--- src/rtl/fpu_ret_merge.sv ---
// Result-merge and retire buffer for the split-lane FP unit: per-channel op tracking,
// lane-result merge and a valid/ready retire FIFO.
module fpu_ret_merge #(
  parameter int unsigned CHANNELS = 3,
  parameter int unsigned LANES    = 2,
  parameter int unsigned RET_W    = 14,
  parameter int unsigned FUS_W    = 6,
  parameter int unsigned OP_W     = 13,
  parameter logic [7:0]  SEL_OP   = 8'h00,
  parameter int unsigned LAT      = 4,
  parameter int unsigned DEPTH    = 4,
  parameter int unsigned LSW      = $clog2(LANES)
) (
  input  logic                              clk,
  input  logic                              rst,
  input  logic [CHANNELS-1:0]               op_en,
  input  logic [CHANNELS*OP_W-1:0]          op,
  input  logic [CHANNELS*LANES-1:0]         op_lmask,
  input  logic [CHANNELS*LSW-1:0]           op_lsel,
  input  logic [CHANNELS*LANES*RET_W-1:0]   lane_ret,
  input  logic [CHANNELS*LANES-1:0]         lane_ret_en,
  input  logic [CHANNELS*LANES*FUS_W-1:0]   lane_fus,
  output logic [CHANNELS-1:0]               ret_valid,
  input  logic [CHANNELS-1:0]               ret_ready,
  output logic [CHANNELS*RET_W-1:0]         ret_data,
  output logic [CHANNELS*FUS_W-1:0]         ret_fus,
  output logic [CHANNELS-1:0]               ret_err,
  output logic [CHANNELS-1:0]               ovf,
  output logic [CHANNELS-1:0]               stray
);

  localparam int unsigned AW = $clog2(DEPTH);
  localparam int unsigned CW = AW + 1;
  localparam int unsigned EW = RET_W + FUS_W + 1;

  // Only op[7:0] of each channel matters to the merge.
  logic unused_op;
  assign unused_op = ^op;

  for (genvar c = 0; c < CHANNELS; c++) begin : g_ch
    logic             vld_q  [LAT];
    logic             sel_q  [LAT];
    logic [LANES-1:0] msk_q  [LAT];
    logic [LSW-1:0]   lsel_q [LAT];
    logic [EW-1:0]    mem_q  [DEPTH];

    logic [CW-1:0]    rptr_q, rptr_d;
    logic [CW-1:0]    wptr_q, wptr_d;
    logic [CW-1:0]    cnt_q, cnt_d;
    logic             ovf_q, ovf_d;
    logic             stray_q, stray_d;

    logic [LANES-1:0] ch_en;
    logic [RET_W-1:0] m_ret;
    logic [FUS_W-1:0] m_fus;
    logic             m_err;
    logic             due, empty, full, pop, push_ok;
    logic [EW-1:0]    head;

    assign ch_en = lane_ret_en[c*LANES +: LANES];
    assign due   = vld_q[LAT-1];

    always_comb begin
      m_ret = '0;
      m_fus = lane_fus[c*LANES*FUS_W +: FUS_W];
      for (int l = 0; l < LANES; l++) begin
        if (ch_en[l]) begin
          m_ret = m_ret | lane_ret[(c*LANES+l)*RET_W +: RET_W];
        end
        // Flag word comes from the selected lane regardless of its return-enable.
        if (sel_q[LAT-1] && (lsel_q[LAT-1] == LSW'(l))) begin
          m_fus = lane_fus[(c*LANES+l)*FUS_W +: FUS_W];
        end
      end
    end

    assign m_err   = (ch_en != msk_q[LAT-1]);
    assign empty   = (cnt_q == '0);
    assign full    = (cnt_q == CW'(DEPTH));
    assign pop     = !empty && ret_ready[c];
    assign push_ok = due && (!full || pop);

    always_comb begin
      rptr_d  = rptr_q;
      wptr_d  = wptr_q;
      cnt_d   = cnt_q;
      ovf_d   = ovf_q;
      stray_d = stray_q;
      if (pop) begin
        rptr_d = (rptr_q == CW'(DEPTH - 1)) ? '0 : rptr_q + CW'(1);
      end
      if (push_ok) begin
        wptr_d = (wptr_q == CW'(DEPTH - 1)) ? '0 : wptr_q + CW'(1);
      end
      case ({push_ok, pop})
        2'b10:   cnt_d = cnt_q + CW'(1);
        2'b01:   cnt_d = cnt_q - CW'(1);
        default: cnt_d = cnt_q;
      endcase
      if (due && full && !pop) begin
        ovf_d = 1'b1;
      end
      if (!due && (ch_en != '0)) begin
        stray_d = 1'b1;
      end
    end

    always_ff @(posedge clk) begin
      if (rst) begin
        for (int i = 0; i < LAT; i++) begin
          vld_q[i] <= 1'b0;
        end
        rptr_q  <= '0;
        wptr_q  <= '0;
        cnt_q   <= '0;
        ovf_q   <= 1'b0;
        stray_q <= 1'b0;
      end else begin
        vld_q[0] <= op_en[c];
        for (int i = 1; i < LAT; i++) begin
          vld_q[i] <= vld_q[i-1];
        end
        rptr_q  <= rptr_d;
        wptr_q  <= wptr_d;
        cnt_q   <= cnt_d;
        ovf_q   <= ovf_d;
        stray_q <= stray_d;
      end
    end

    // Payload registers need no reset: their valid bits and the FIFO count gate them.
    always_ff @(posedge clk) begin
      sel_q[0]  <= (op[c*OP_W +: 8] == SEL_OP);
      msk_q[0]  <= op_lmask[c*LANES +: LANES];
      lsel_q[0] <= op_lsel[c*LSW +: LSW];
      for (int i = 1; i < LAT; i++) begin
        sel_q[i]  <= sel_q[i-1];
        msk_q[i]  <= msk_q[i-1];
        lsel_q[i] <= lsel_q[i-1];
      end
      if (push_ok && !rst) begin
        mem_q[wptr_q[AW-1:0]] <= {m_err, m_fus, m_ret};
      end
    end

    assign head                          = mem_q[rptr_q[AW-1:0]];
    assign ret_valid[c]                  = !empty;
    assign ret_data[c*RET_W +: RET_W]    = empty ? '0 : head[RET_W-1:0];
    assign ret_fus[c*FUS_W +: FUS_W]     = empty ? '0 : head[RET_W +: FUS_W];
    assign ret_err[c]                    = empty ? 1'b0 : head[EW-1];
    assign ovf[c]                        = ovf_q;
    assign stray[c]                      = stray_q;
  end

endmodule

--- config.mk ---
export PLATFORM = sky130hd
export DESIGN_NAME = fpu_ret_merge
export DESIGN_NICKNAME = d
export VERILOG_FILES = /design/src/rtl/fpu_ret_merge.sv
export SDC_FILE = /design/constraint.sdc
export NUM_CORES = 1
export LEC_CHECK = 0
export CAP_MARGIN = 20
export CORE_MARGIN = 5
export CORE_UTILIZATION = 52
export DETAILED_ROUTE_END_ITERATION = 6
export PLACE_DENSITY = 0.81
export SLEW_MARGIN = 5
export SYNTH_ARGS = -nofsm -noshare
export SYNTH_HDL_FRONTEND = slang
export SYNTH_SLANG_ARGS = --single-unit
--- constraint.sdc ---
create_clock -name clk -period 4.72 [get_ports clk]
set_input_delay 1.416 -clock clk [delete_from_list [all_inputs] [get_ports clk]]
set_output_delay 1.416 -clock clk [all_outputs]
set_load 0.02 [all_outputs]
# Yosys cells after proc, flatten, opt, wreduce, memory -nomap -nowiden
# Memory sizes are Yosys's and may differ from the RTL's. A register that Yosys moved wholly into a read port is not among the register bits.
# Cells that the tools add are included.
[totals]
reg_bits = 33
ram_bits = 312
in_bits = 182
n_memories = 15
[op_classes]
add_sub_neg = 12
eq_ne = 18
n_mux = 54
n_bitwise = 15
n_reduce_logical = 49
[mem_list]
columns = ["name", "words", "word_bits", "read_ports", "rd_clocked_by_memory_dff", "write_ports", "line_no", "source"]
rows = [
  ["g_ch[0].mem_q", 4, 21, 1, 1, 1, "45", "logic [EW-1:0] mem_q [DEPTH];"],
  ["g_ch[1].mem_q", 4, 21, 1, 1, 1, "45", ""],
  ["g_ch[2].mem_q", 4, 21, 1, 1, 1, "45", ""],
  ["g_ch[0].msk_q", 4, 2, 4, 0, 4, "43", "logic [LANES-1:0] msk_q [LAT];"],
  ["g_ch[1].msk_q", 4, 2, 4, 0, 4, "43", ""],
  ["g_ch[2].msk_q", 4, 2, 4, 0, 4, "43", ""],
  ["9 more memories", "n/a", "n/a", "n/a", "n/a", "n/a", "n/a", ""],
]
[ops]
columns = ["op", "count"]
rows = [
  ["$mux W14", 9],
  ["$or A14 B14 Y14", 3],
  ["$mux W6", 6],
  ["$add A3 B1 Y3 const B", 9],
  ["$logic_not A8 Y1", 3],
  ["$mux W1", 24],
  ["$logic_and A1 B1 Y1", 21],
  ["$eq A3 B2 Y1 const B", 6],
  ["$mux W3", 6],
  ["$pmux W3 S2", 3],
  ["$logic_not A1 Y1", 13],
  ["$mux W2", 6],
  ["$or A1 B1 Y1", 12],
  ["$reduce_bool A2 Y1", 6],
  ["$eq A3 B3 Y1 const B", 3],
  ["$logic_not A3 Y1", 3],
  ["$sub A3 B1 Y3 const B", 3],
  ["$eq A2 B1 Y1 const B", 3],
  ["$eq A2 B2 Y1 const B", 3],
  ["$ne A2 B2 Y1", 3],
  ["$logic_or A1 B1 Y1", 3],
]

# Longest topological paths before layout
[depth]
ltp_word = 8
ltp_mapped = 9
ltp_nobuf = 8

# Worst setup path after synthesis
# No wires, ideal clock.
[synth_path]
kind = "input to register"
start = "in rst"
end = "mem g_ch[2].mem_q[0][0] in the netlist's numbering, enable pin"
setup_ns = 0.430
arrival_ns = 3.436
path_slack_ns = 0.854
cell_stages = 3
path_buffers = 2
path_cell_list = "clkbuf_1 clkbuf_1 nor3b_1"
[synth_via]
elab_chain_len = 4
[synth_rtl]
columns = ["element", "line_no", "source"]
rows = [
  ["from (decl)", "15", "input logic rst,"],
  ["$logic_not A1 Y1", "141", "if (push_ok && !rst) begin"],
  ["$logic_and A1 B1 Y1", "141", ""],
  ["$mux W1", "141", ""],
  ["$mux W1 (implied by the code)", "142", "mem_q[wptr_q[AW-1:0]] <= {m_err, m_fus, m_ret};"],
  ["to (decl)", "45", ""],
]
# No other way between the ends.

==> results.sh <==
export IMPL_status="finished clean"
export IMPL_vias_per_cell=5.32
export IMPL_synth_edf_count=252
export IMPL_postCtsSetupRepairBufs=0
export IMPL_placed_area_um2=16300
export IMPL_final_cell_count_no_fill=1387
export IMPL_crit_type="reg -> out"
export IMPL_dpl_cell_count=1321
export IMPL_max_slew_margin_rel_pct=51.3
export IMPL_clkSinkCount=351
export IMPL_worst_clock_skew_ns=0.00777
export IMPL_synthArstFlopShare_pct=0
export IMPL_start_util_pct=53.1
export IMPL_hold_start="g_ch[1].msk_q[0][0]$_DFF_P_"
export IMPL_num_rows=58
export IMPL_clk_path_buf_depth=3
export IMPL_rsz0062_at_grt="no"
export IMPL_clk_pin_slew_ns=0.06
export IMPL_cp_max_fo=15
export IMPL_post_route_util_pct=68.9
export IMPL_grt_pass1_wl_mm=41.1
export IMPL_fin_crit_sh_pct=85.7
export IMPL_setup_tns_final_ns=0
export IMPL_synth_seq_cells=351
export IMPL_drt_iter0_drc=486
export IMPL_dp_hpwl_mm=17.7
export IMPL_drv_cap=0
export IMPL_powerDensity_nw_per_um2=375
export IMPL_hold_viol=0
export IMPL_ys_warn_count=0
export IMPL_worst_pin_slew_ns=0.729
export IMPL_syn_nets=982
export IMPL_drv_slew=0
export IMPL_routed_wl_mm=26.2
export IMPL_cts_resized=0
export IMPL_r2r_end="g_ch[0].cnt_q[2]$_SDFFE_PP0P_"
export IMPL_portBuffers=238
export IMPL_synthToLayoutAreaGrowth_pct=29.7
export IMPL_yosysMostFrequentCell="edfxtp_1"
export IMPL_drc_errors=0
export IMPL_worst_hold_path_num_cells=0
export IMPL_grt_max_degree=32
export IMPL_crit_arrival_ns=2.63
export IMPL_synth_ff_type="edfxtp_1"
export IMPL_htreeDepth=2
export IMPL_min_to="g_ch[1].msk_q[1][0]$_DFF_P_"
export IMPL_syn_inst=779
export IMPL_grt_pass1_vias=7970
export IMPL_max_freq_mhz=247
export IMPL_synth_cell_types=37
export IMPL_nets=1232
export IMPL_seq_area_frac_synth_pct=71.0
export IMPL_routabilityCongestion=0.729
export IMPL_end_kind="output port"
export IMPL_antenna_found_initial=0
export IMPL_setup_viol=0
export IMPL_cp_required_ns=3.30
export IMPL_p_leak_uw=0.00581
export IMPL_rr_worst_depth=8
export IMPL_detail_route_first_pass_iterations=4
export IMPL_syn_avg_cell_area_um2=17.3
export IMPL_cts_hold_buf=0
export IMPL_die_h_um=171
export IMPL_layout_drive_gt1_share_pct=16.7
export IMPL_routedWlPerCell_um=18.9
export IMPL_pin_count=254
export IMPL_dieArea_um2=29200
export IMPL_yosys_top_cells_count="252 x edfxtp_1, 99 x dfxtp_1, 75 x nor2b_1, 63 x mux4_2, 42 x a22o_1"
export IMPL_min_delay_path_class="reg -> reg"
export IMPL_timing_rr_start="g_ch[0].cnt_q[0]$_SDFFE_PP0P_"
export IMPL_layout_min_cycle_time_ns=4.05
export IMPL_synthesis_area_um2=13500
export IMPL_ant_nets=0
export IMPL_start_kind="flip-flop"
export IMPL_fin_area_um2=17400
export IMPL_cts_made_buffers=36
export IMPL_track_usage_pct=18.0
export IMPL_ir_drop_mv=0.284
export IMPL_die_w_um=171
export IMPL_cts_root_buf="clkbuf_16"
export IMPL_yosysTopAreaCell="edfxtp_1"
export IMPL_r2r_setup_slack_ns=2.06
export IMPL_cts_tree="yes"
export IMPL_synth_area_top_cells="edfxtp_1 56%, dfxtp_1 15%, mux4_2 11%"
export IMPL_overflow=0
export IMPL_core_area_um2=25300
export IMPL_synth_top_cell_area_share_pct=56.3
export IMPL_antennaDiodeCount=0
export IMPL_clk_latency_ns=0.50
export IMPL_vias=7384
placed cells by master, fill, tap and decap left out, types with 3 or more instances in the layout:
master             n
inv_1             29
clkinv_1           4
clkinv_2           4
a311oi_1           3
nor2b_1           75
a21oi_2            3
mux2_2            18
or4_1              6
nor2_1            17
buf_4             21
a21o_1             6
a22o_1            42
clkdlybuf4s50_1  237
a21oi_1           20
nor3b_2           12
mux4_2            63
clkbuf_8           4
or4b_1             3
ha_1              18
o21bai_1           3
clkbuf_16         37
o31ai_1            3
edfxtp_1         252
clkbuf_1           8
xor2_1             6
nand2b_1           5
xnor2_1            6
nor3_2             3
nand4_1            6
fa_1               3
o21ai_0            3
nor4b_1            3
or3_1              3
dfxtp_1           99
nand2_1           13
power breakdown:
part,switching [uW],internal (uW)
registers,16.5,3340
clock network,1090,1620
logic,203,264
final cells by class:
type / count / area [um^2]
clock buffer: 49 / 1010
clock inverter: 17 / 153
tap: 330 / 413
timing repair buffer: 260 / 2550
sequential: 351 / 9550
inverter: 29 / 109
multi-input combinational: 351 / 3650
fill: 1662 / 7880
cell families after synthesis:
kind of cell / after synthesis / synth area share, %
flip-flops: 351 / 71.0
AND/OR/NAND/NOR: 148 / 6.60
AO/OA/AOI/OAI: 87 / 4.89
multiplexers: 83 / 12.2
buffers and inverters: 77 / 2.40
adder cells (fa/ha/maj): 21 / 2.12
XOR/XNOR: 12 / 0.781
sequential cells by signal, summed over array words and instances (netlist names), named ones only:
name	flops
g_ch.lsel_q	12
g_ch.rptr_q	9
g_ch.ovf_q	3
g_ch.stray_q	3
g_ch.vld_q	12
g_ch.sel_q	12
g_ch.msk_q	24
g_ch.mem_q	252
g_ch.cnt_q	9
g_ch.wptr_q	9
how the worst max path moves through the flow:
stage / from / end / cells past startpoint / slack, ns
3_5_place_dp: ret_ready[1] / g_ch[1].cnt_q[2]$_SDFFE_PP0P_ / 9 / 0.66
2_1_floorplan: rst / g_ch[2].mem_q[0][0]$_DFFE_PP_ / 3 / 0.85
3_3_place_gp: ret_ready[2] / g_ch[2].cnt_q[2]$_SDFFE_PP0P_ / 9 / 0.72
5_1_grt: flip-flop / ret_data[27] / 4 / 0.53
4_1_cts: flip-flop / ret_data[27] / 4 / 0.62
6_report: flip-flop / ret_data[27] / 4 / 0.67
routing by layer:
| metal | wire length (um) | global-route usage, % | vias to the layer above |
|---|---|---|---|
| met4 | 403 | 4.06 | 0 |
| met3 | 1840 | 4.64 | 34 |
| met5 | 0 | 0 | - |
| li1 | - | - | 3479 |
| met1 | 9940 | 21.4 | 3662 |
| met2 | 14000 | 33.1 | 209 |
critical path, cell delays in order (launching register included):
cell             delay, ns
dfxtp_1               0.65
buf_12                0.25
mux4_2                0.50
nor2b_1               0.16
clkdlybuf4s50_1       0.56
through the flow:
| stage | hold slack (ns) | setup slack, ns | power, uW |
|---|---|---|---|
| final | 0.320 | 0.675 | 6550 |
| after global routing | 0.329 | 0.531 | 6800 |
| after detailed placement | 0.312 | 0.663 | 3900 |
| after global placement | 0.310 | 0.721 | 3880 |
| after CTS | 0.324 | 0.620 | 6620 |
| after floorplan | 0.310 | 0.854 | 3640 |
Note: power is estimated with default switching activity, not from simulation.
